===== src/rtl/branch_predictor_if.sv =====
// Fetch-side prediction lookup and ID-side resolution feedback between the pipeline and the predictor.
interface branch_predictor_if #(
  parameter int width = 32
);
  logic [width-1:0] IF_pc;
  logic             IF_br_pred;
  logic [width-1:0] IF_pred_target;
  logic             ID_valid;
  logic             ID_stall;
  logic [1:0]       ID_kind;
  logic [width-1:0] ID_pc;
  logic             ID_br_en;
  logic [width-1:0] ID_target;
  logic             ID_br_pred;

  modport master (
    output IF_pc, ID_valid, ID_stall, ID_kind, ID_pc, ID_br_en, ID_target, ID_br_pred,
    input  IF_br_pred, IF_pred_target
  );

  modport slave (
    input  IF_pc, ID_valid, ID_stall, ID_kind, ID_pc, ID_br_en, ID_target, ID_br_pred,
    output IF_br_pred, IF_pred_target
  );
endinterface


===== src/rtl/branch_predictor.sv =====
// Bimodal 2-bit BHT plus direct-mapped, fully tagged BTB; trained by ID, with resolved/mispredict counters.
module branch_predictor #(
  parameter int width        = 32,
  parameter int BHT_IDX_BITS = 6,
  parameter int BTB_IDX_BITS = 5
) (
  input  logic                clk,
  input  logic                rst,
  branch_predictor_if.slave   bp,
  output logic                ready_o,
  output logic [31:0]         resolved_cnt_o,
  output logic [31:0]         mispred_cnt_o
);

  localparam int BHT_N      = 1 << BHT_IDX_BITS;
  localparam int BTB_N      = 1 << BTB_IDX_BITS;
  localparam int TAG_W      = width - BTB_IDX_BITS - 2;
  localparam int SWEEP_BITS = (BHT_IDX_BITS > BTB_IDX_BITS) ? BHT_IDX_BITS : BTB_IDX_BITS;

  typedef enum logic {INIT, RUN} state_e;

  state_e                  state_q, state_d;
  logic [SWEEP_BITS-1:0]   ptr_q, ptr_d;
  logic                    running;
  logic                    initWr;

  logic [1:0]              bht_q       [BHT_N];
  logic                    btbValid_q  [BTB_N];
  logic [TAG_W-1:0]        btbTag_q    [BTB_N];
  logic [width-1:0]        btbTarget_q [BTB_N];
  logic                    btbIsJal_q  [BTB_N];

  logic [31:0]             resolved_q, resolved_d;
  logic [31:0]             mispred_q, mispred_d;

  always_ff @(posedge clk) begin
    if (rst) begin
      state_q <= INIT;
      ptr_q   <= '0;
    end else begin
      state_q <= state_d;
      ptr_q   <= ptr_d;
    end
  end

  always_comb begin
    state_d = state_q;
    ptr_d   = ptr_q;
    case (state_q)
      INIT: begin
        ptr_d = ptr_q + 1'b1;
        if (ptr_q == '1) state_d = RUN;
      end
      RUN:     state_d = RUN;
      default: state_d = INIT;
    endcase
  end

  always_comb begin
    running = (state_q == RUN);
    initWr  = (state_q == INIT);
    ready_o = running;
  end

  logic [BHT_IDX_BITS-1:0] ifBhtIdx;
  logic [BTB_IDX_BITS-1:0] ifBtbIdx;
  logic [TAG_W-1:0]        ifTag;
  logic                    ifHit;
  logic                    ifPred;

  assign ifBhtIdx = bp.IF_pc[BHT_IDX_BITS+1:2];
  assign ifBtbIdx = bp.IF_pc[BTB_IDX_BITS+1:2];
  assign ifTag    = bp.IF_pc[width-1:BTB_IDX_BITS+2];
  assign ifHit    = btbValid_q[ifBtbIdx] && (btbTag_q[ifBtbIdx] == ifTag);
  // A jalr entry is never written, so a hit is either a br (BHT decides) or a jal (always taken)
  assign ifPred   = running && ifHit && (btbIsJal_q[ifBtbIdx] || bht_q[ifBhtIdx][1]);

  assign bp.IF_br_pred     = ifPred;
  assign bp.IF_pred_target = ifPred ? btbTarget_q[ifBtbIdx] : bp.IF_pc + width'(4);

  logic                    updEn;
  logic                    isBr, isJal, isJalr;
  logic [BHT_IDX_BITS-1:0] idBhtIdx;
  logic [BTB_IDX_BITS-1:0] idBtbIdx;
  logic [TAG_W-1:0]        idTag;
  logic [1:0]              bhtOld, bhtNew;
  logic                    bhtWrEn, btbWrEn;
  logic                    mispredict;
  logic                    unusedIdPcLow;

  assign unusedIdPcLow = ^bp.ID_pc[1:0];

  assign isBr     = (bp.ID_kind == 2'b01);
  assign isJal    = (bp.ID_kind == 2'b10);
  assign isJalr   = (bp.ID_kind == 2'b11);
  assign updEn    = running && bp.ID_valid && !bp.ID_stall && (bp.ID_kind != 2'b00);
  assign idBhtIdx = bp.ID_pc[BHT_IDX_BITS+1:2];
  assign idBtbIdx = bp.ID_pc[BTB_IDX_BITS+1:2];
  assign idTag    = bp.ID_pc[width-1:BTB_IDX_BITS+2];
  assign bhtOld   = bht_q[idBhtIdx];

  always_comb begin
    bhtNew = bhtOld;
    if (bp.ID_br_en) begin
      if (bhtOld != 2'b11) bhtNew = bhtOld + 2'b01;
    end else begin
      if (bhtOld != 2'b00) bhtNew = bhtOld - 2'b01;
    end
  end

  assign bhtWrEn    = updEn && isBr;
  assign btbWrEn    = updEn && ((isBr && bp.ID_br_en) || isJal);
  assign mispredict = (isBr && (bp.ID_br_en != bp.ID_br_pred)) || ((isJal || isJalr) && !bp.ID_br_pred);

  // Table arrays carry no reset; the INIT sweep establishes their contents after every rst
  always_ff @(posedge clk) begin
    if (!rst) begin
      if (initWr) begin
        if ((ptr_q >> BHT_IDX_BITS) == '0) bht_q[ptr_q[BHT_IDX_BITS-1:0]] <= 2'b01;
        if ((ptr_q >> BTB_IDX_BITS) == '0) btbValid_q[ptr_q[BTB_IDX_BITS-1:0]] <= 1'b0;
      end else begin
        if (bhtWrEn) bht_q[idBhtIdx] <= bhtNew;
        if (btbWrEn) begin
          btbValid_q[idBtbIdx]  <= 1'b1;
          btbTag_q[idBtbIdx]    <= idTag;
          btbTarget_q[idBtbIdx] <= bp.ID_target;
          btbIsJal_q[idBtbIdx]  <= isJal;
        end
      end
    end
  end

  always_comb begin
    resolved_d = resolved_q;
    mispred_d  = mispred_q;
    if (updEn && (resolved_q != 32'hFFFF_FFFF)) resolved_d = resolved_q + 32'd1;
    if (updEn && mispredict && (mispred_q != 32'hFFFF_FFFF)) mispred_d = mispred_q + 32'd1;
  end

  always_ff @(posedge clk) begin
    if (rst) begin
      resolved_q <= '0;
      mispred_q  <= '0;
    end else begin
      resolved_q <= resolved_d;
      mispred_q  <= mispred_d;
    end
  end

  assign resolved_cnt_o = resolved_q;
  assign mispred_cnt_o  = mispred_q;

endmodule


===== src/flat_wrapper.sv =====
// flat-port wrapper written by rule: the top's interface ports become plain ports
module branch_predictor_flat 
#(
  parameter int width        = 32,
  parameter int BHT_IDX_BITS = 6,
  parameter int BTB_IDX_BITS = 5
)
  (clk, rst, ready_o, resolved_cnt_o, mispred_cnt_o, bp_IF_pc, bp_ID_valid, bp_ID_stall, bp_ID_kind, bp_ID_pc, bp_ID_br_en, bp_ID_target, bp_ID_br_pred, bp_IF_br_pred, bp_IF_pred_target);
  branch_predictor_if #(.width(width)) bp_i ();
  input  logic clk;
  input  logic rst;
  output logic ready_o;
  output logic [31:0] resolved_cnt_o;
  output logic [31:0] mispred_cnt_o;
  input wire logic [$bits(bp_i.IF_pc)-1:0] bp_IF_pc;
  input wire logic [$bits(bp_i.ID_valid)-1:0] bp_ID_valid;
  input wire logic [$bits(bp_i.ID_stall)-1:0] bp_ID_stall;
  input wire logic [$bits(bp_i.ID_kind)-1:0] bp_ID_kind;
  input wire logic [$bits(bp_i.ID_pc)-1:0] bp_ID_pc;
  input wire logic [$bits(bp_i.ID_br_en)-1:0] bp_ID_br_en;
  input wire logic [$bits(bp_i.ID_target)-1:0] bp_ID_target;
  input wire logic [$bits(bp_i.ID_br_pred)-1:0] bp_ID_br_pred;
  output wire logic [$bits(bp_i.IF_br_pred)-1:0] bp_IF_br_pred;
  output wire logic [$bits(bp_i.IF_pred_target)-1:0] bp_IF_pred_target;
  assign bp_i.IF_pc = bp_IF_pc;
  assign bp_i.ID_valid = bp_ID_valid;
  assign bp_i.ID_stall = bp_ID_stall;
  assign bp_i.ID_kind = bp_ID_kind;
  assign bp_i.ID_pc = bp_ID_pc;
  assign bp_i.ID_br_en = bp_ID_br_en;
  assign bp_i.ID_target = bp_ID_target;
  assign bp_i.ID_br_pred = bp_ID_br_pred;
  assign bp_IF_br_pred = bp_i.IF_br_pred;
  assign bp_IF_pred_target = bp_i.IF_pred_target;
  branch_predictor #(.width(width), .BHT_IDX_BITS(BHT_IDX_BITS), .BTB_IDX_BITS(BTB_IDX_BITS)) u_core (.clk(clk), .rst(rst), .bp(bp_i), .ready_o(ready_o), .resolved_cnt_o(resolved_cnt_o), .mispred_cnt_o(mispred_cnt_o));
endmodule

===== config.mk =====
export PLATFORM = sky130hd
export DESIGN_NAME = branch_predictor_flat
export DESIGN_NICKNAME = d
export VERILOG_FILES = /design/src/rtl/branch_predictor_if.sv /design/src/rtl/branch_predictor.sv /design/src/flat_wrapper.sv
export SDC_FILE = /design/constraint.sdc
export NUM_CORES = 2
export LEC_CHECK = 0
export CAP_MARGIN = 20
export CORE_ASPECT_RATIO = 0.8
export CORE_MARGIN = 5
export CORE_UTILIZATION = 30
export CTS_CLUSTER_DIAMETER = 120
export DETAILED_ROUTE_END_ITERATION = 8
export PLACE_DENSITY = 0.53
export SYNTH_ARGS = -nofsm -noshare
export SYNTH_HDL_FRONTEND = slang
export SYNTH_SLANG_ARGS = --single-unit

===== constraint.sdc =====
create_clock -name clk -period 19.5 [get_ports clk]
set_input_delay 3.9 -clock clk [delete_from_list [all_inputs] [get_ports clk]]
set_output_delay 3.9 -clock clk [all_outputs]
set_load 0.03 [all_outputs]

* Word-level counts from Yosys, hierarchy flattened
Memory sizes are Yosys's and may differ from the RTL's. Cells that the tools add are included.
Storage, ports and cells: latch bits 0, memory bits (read-only) 0, memories kept 5, bits in writable memories 2016, bits in registers 71, output and inout port bits 98, bits of input ports 104
Memory list:
- u_core.btbTarget_q | words 32, width 32, read ports 1, clocked after memory_dff 0, write ports 1, RTL line branch_predictor.sv:30 | logic [width-1:0] btbTarget_q [BTB_N];
- u_core.btbTag_q | words 32, width 25, read ports 1, clocked after memory_dff 0, write ports 1, RTL line branch_predictor.sv:29 | logic [TAG_W-1:0] btbTag_q [BTB_N];
- u_core.bht_q | words 64, width 2, read ports 2, clocked after memory_dff 0, write ports 1, RTL line branch_predictor.sv:27 | logic [1:0] bht_q [BHT_N];
- u_core.btbIsJal_q | words 32, width 1, read ports 1, clocked after memory_dff 0, write ports 1, RTL line branch_predictor.sv:31 | logic btbIsJal_q [BTB_N];
- u_core.btbValid_q | words 32, width 1, read ports 1, clocked after memory_dff 0, write ports 1, RTL line branch_predictor.sv:28 | logic btbValid_q [BTB_N];
Cells by class: shift operators 0, multiplexer cells 27, equality and inequality tests 9, div/mod/pow operators 0, reductions and logical operators 25, multipliers 0, $add $sub $neg 6, $lt $le $gt $ge 0, bitwise logic cells 1
Operator list (count):
- adder 32 x 1 -> 32 bit (second input constant) | 2
- inequality test 32 bit (second input constant) | 2
- adder 32 x 3 -> 32 bit (second input constant) | 1
- 2-to-1 mux 32 bit | 1
- == test 25 bit | 1
- 2-to-1 mux 1 bit | 19
- logical AND 1 bit | 14
- 2-to-1 mux 2 bit | 4
- adder 6 x 1 -> 6 bit (second input constant) | 1
- == test 6 bit (second input constant) | 1
- logical NOT 6 bit | 1
- 2-to-1 mux 6 bit | 1
- 2-to-1 mux 5 bit | 1
- == test 2 bit (second input constant) | 2
- logical OR 1 bit | 4
- nonzero test 2 bit | 2
- adder 2 x 1 -> 2 bit (second input constant) | 1
- == test 2 x 1 -> 1 bit (second input constant) | 1
- logical NOT 1 bit | 2
- inequality test 2 bit (second input constant) | 1
- case mux 1 bit (2 select lines) | 1
- OR reduction 2 bit | 1
- subtractor 2 x 1 -> 2 bit (second input constant) | 1
- inequality test 1 bit | 1
- other kinds (2) | 2

* Longest topological paths before layout
depth in word-level cells 10, depth in mapped cells 18, mapped depth without buffers 10

* Worst setup path before layout
No wires, ideal clock.
path type input port to output port, from input bp_IF_pc[2], to output bp_IF_pred_target[2], path buffers 6, stages 16, required time 15.600 ns, slack 8.486 ns, data arrival time 7.114 ns, path through buf_6 > buf_4 > buf_2 > buf_4 > mux2i_1 > o22ai_1 > a2111oi_0 > a21oi_1 > xor2_1 > a21o_1 > nor4_2 > and4_1 > buf_6 > buf_4 > nor2_1 > a21oi_1
Between the ends: longest elaborated chain between the ends 6, elaborated cells between the ends (all ways) 12, classes of those cells 1 x add/sub; 1 x eq/ne; 1 x mux; 4 x reduce/logical; 5 x memory
RTL lines:
- start, declared | RTL line flat_wrapper.sv:15 | input wire logic [$bits(bp_i.IF_pc)-1:0] bp_IF_pc;
- memory (32 x 25 bit)
- == test 25 bit | RTL line branch_predictor.sv:74 | assign ifHit = btbValid_q[ifBtbIdx] && (btbTag_q[ifBtbIdx] == ifTag);
- logical AND 1 bit | RTL line branch_predictor.sv:74
- logical AND 1 bit (2 in series) | RTL line branch_predictor.sv:76 | assign ifPred = running && ifHit && (btbIsJal_q[ifBtbIdx] || bht_q[ifBhtIdx][1]);
- 2-to-1 mux 32 bit (*) | RTL line branch_predictor.sv:79 | assign bp.IF_pred_target = ifPred ? btbTarget_q[ifBtbIdx] : bp.IF_pc + width'(4);
- end, declared | RTL line flat_wrapper.sv:24 | output wire logic [$bits(bp_i.IF_pred_target)-1:0] bp_IF_pred_target;
Every way passes the cells marked *; elsewhere a longest branch is shown, timed or not.

* Worst setup path in the final report
from input bp_IF_pc[2], to output bp_IF_pred_target[27]
Same word-level chain as after synthesis.

==> reports/summary.txt <==
Run status: finished, final reports clean
Relative slew slack: 21.0%
Maximum number of pins on one net before global-route repair: 89
Data required time of the critical path: 15.60 ns
GPL Wtd Cong: 0.751
CTS Root Buffer Type: sky130_fd_sc_hd__clkbuf_16
Max frequency: 68.9 MHz
HPWL after detailed placement: 130000 µm
Worst setup path category: input pin to output pin
Number of H-tree branching levels: 4
Switching power of the nets: 1.99 mW
Count of unresolved DRC violations after routing: 0
Vias after detailed routing: 42300
Leftover overflow at the end of global routing: 0
Fraction of power spent switching nets: 21.2%
Total Neg Setup Slack: 0 ns
Die boundary width: 596 µm
Worst-skew pair later-pin latency: 0.89 ns
Largest cells by area after synthesis: sky130_fd_sc_hd__edfxtp_1, sky130_fd_sc_hd__mux4_2, sky130_fd_sc_hd__mux2i_1, sky130_fd_sc_hd__dfxtp_1, sky130_fd_sc_hd__nor2_1
Crit path buffers/inverters: 4
Crit path max fanout: 87
Iteration-0 DRC Markers: 4321
Total power consumption of the routed design: 9.38 mW
Avg Synthesized Cell Area: 20.6 µm²
Y dimension of the die: 479 µm
TritonCTS buffer count: 216
Mean routed wirelength per cell: 29.0 µm
Leakage power: 29.8 nW
Commonest register cell after synthesis: sky130_fd_sc_hd__edfxtp_1
Multi-input combinational cell area: 19700 µm²
Fin crit share: 74.4%
Sum of routed wire length over all layers: 237000 µm
Maximum cell stage delay along the critical path: 0.81 ns
Crit path capture type: output pin
Final #Nets: 4457
Max-slew violation total from the final report: 0
Number of nets in the synthesized netlist: 4119
Number of synthesized register bits: 2087
Sequential fraction of the synthesis area: 75.1%
Pin slew with the least headroom to its limit: 1.19 ns
Maximum count of clock buffers along a single path: 4
# rows: 172
# port buffers: 199
# hold bufs at CTS: 0
Count of synthesis-stage warnings from yosys: 0
Clock Skews: 0.0678 ns
Cell type with the highest aggregate area in the netlist: sky130_fd_sc_hd__edfxtp_1
RSZ-0062 raised after global routing: no
FFs w/ async S/R, synth: 0%
Class of the most critical hold timing path: flop to flop
Number of enable-type register cells in the synthesized netlist: 2016
Count of max-cap constraint violations: 0
Reg clk slew, reported paths: 0.06 ns
Ports: 202
Time the worst path needs with I/O delays and setup: 14.50 ns
First-pass GRT wire length: 332000 µm
Cell area after synthesis: 82500 µm²
Initial antenna violation count: 31
Layout area overhead: 16.7%
Worst hold slack: 0.501 ns
Relative contribution of the clock network to total power: 42.9%
Count leader, synth: sky130_fd_sc_hd__edfxtp_1
Number of buffers inserted by post-CTS setup repair: 0
Proportion of power drawn by combinational gates: 4.8%
Filler instances: 25500
Internal cell power: 7.39 mW
TritonCTS clock tree: built
Number of routed nets with antenna violations: 0
Post-synth top cells: sky130_fd_sc_hd__edfxtp_1, sky130_fd_sc_hd__mux4_2, sky130_fd_sc_hd__nor2_1, sky130_fd_sc_hd__mux2i_1, sky130_fd_sc_hd__nand2_1
Setup-violating endpoint count in the final report: 0
Global Route Usage Sum: 16.2%
Cell area power density: 97.4 nW/µm²
Count of cell types in the netlist: 78
Final hold violations: 0
Vias/cell: 5.17
Starting utilization of the core area: 30.1%
Arrival time at the worst endpoint: 10.60 ns
DIE AREA: 286000 µm²
Portion of synthesized cell area occupied by the leading cell type: 73.4%
Cell chain of the critical path: buf_8 -> buf_12 -> buf_4 -> mux4_2 -> a22o_1 -> a2111oi_0 -> a21oi_1 -> xnor2_1 -> nand4_1 -> and3b_1 -> and4_4 -> nor2_1 -> a21oi_1 -> clkdlybuf4s50_1
Share of post-route cells with drive strength above 1: 22.5%
Clock sink total: 2087
Number of global-route vias before repair: 42000
Top delay family on crit path: buffers and inverters
Slowest library cell on the worst path: sky130_fd_sc_hd__and4_4
Sequential Area: 62000 µm²
Gates resized, CTS repair: 0
DR pass1 iterations: 6
Core footprint: 274000 µm²
Sequential Power Share: 52.3%
Most frequent cell on the critical path: sky130_fd_sc_hd__a21oi_1
Worst-case vdd ir drop: 0.0728 mV
Critical path launch point type: input pin
Post-Synthesis Cells: 4011
worst min-delay path: stages (launching register included):
cell and delay [ns]:
sky130_fd_sc_hd__dfxtp_1 0.32, sky130_fd_sc_hd__o21ai_0 0.07, sky130_fd_sc_hd__a21oi_1 0.06
state kept, by name (all words and copies together) (netlist names):
register / cells
u_core.bht_q: 128
u_core.btbIsJal_q: 32
u_core.btbTag_q: 800
u_core.btbTarget_q: 1024
u_core.btbValid_q: 32
u_core.mispred_cnt_o: 32
u_core.ptr_q: 6
u_core.ready_o: 1
u_core.resolved_cnt_o: 32
power groups by stage:
stage | clock (mW) | combinational (mW) | sequential, mW
2_1_floorplan | 0 | 0.255 | 5.00
3_3_place_gp | 0 | 0.444 | 5.01
3_5_place_dp | 0 | 0.449 | 5.01
4_1_cts | 4.11 | 0.450 | 4.91
5_1_grt | 4.30 | 0.479 | 4.91
6_report | 4.02 | 0.451 | 4.91
cells by family (layout without fill, tap and decap cells):
logic type,after synthesis,after routing,share of synthesized area (%)
adders and majority gates,4,4,0.0607
AOI/OAI and AO/OA,283,283,2.35
xor gates and xnor gates,102,102,1.08
other,0,9,0
muxes,712,712,16.6
and+or+nand+nor,598,598,3.42
DFF,2087,2087,75.1
buffers and inverters,225,738,1.40
placed cells by master, fill, tap and decap left out, drive strengths merged, types with 17 or more instances in the layout:
cell	instances
mux2	17
dfxtp	71
bufinv	21
nor2	264
mux4	520
o22ai	26
clkbuf	264
o21ai	34
nand4	34
buf	136
xor2	55
clkdlybuf4s50	191
nor3	21
a21oi	74
mux2i	175
a22oi	29
inv	21
nand3	44
xnor2	47
o221ai	29
edfxtp	2016
and2	17
nand2	110
clkinv	100
final cells by class:
class | count | share of cell area [%]
Clock buffer | 262 | 5.79
Tap cell | 3654 | 4.75
Antenna cell | 9 | 0.0234
Clock inverter | 131 | 1.26
Sequential cell | 2087 | 64.4
Timing Repair Buffer | 329 | 3.33
Multi-Input combinational cell | 1699 | 20.4
Inverter | 16 | 0.0702
layer usage:
metal  wire [µm]  up-vias  GRT usage [%]
met3       16300      334           3.14
met4        5140       20           3.69
met2      113000     1504           25.9
met5         145        -              0
met1      103000    23100           22.8
li1            -    17400              -
metrics by stage:
step	std cells	setup WS, ns	area (µm²)	utilization [%]
after floorplan	4011	8.49	82500	-
after global placement	7769	5.00	89100	32.5
after detailed placement	7772	5.00	89200	32.5
after CTS	8165	4.99	96000	35.0
after global routing	8184	4.63	96300	35.1
final	8187	5.00	96300	35.1
final timing paths:
kind                            slack [ns]                         end  cells after the start                      from
worst min register to register        0.50    u_core.mispred_cnt_o[17]                      2  u_core.mispred_cnt_o[17]
worst min-delay path                  0.50    u_core.mispred_cnt_o[17]                      2  u_core.mispred_cnt_o[17]
worst max register to register       14.44  u_core.btbTarget_q[19][12]                     10            u_core.ready_o
worst max-delay path                  5.00       bp_IF_pred_target[27]                     14               bp_IF_pc[2]
(Power assumes the default switching activity.)
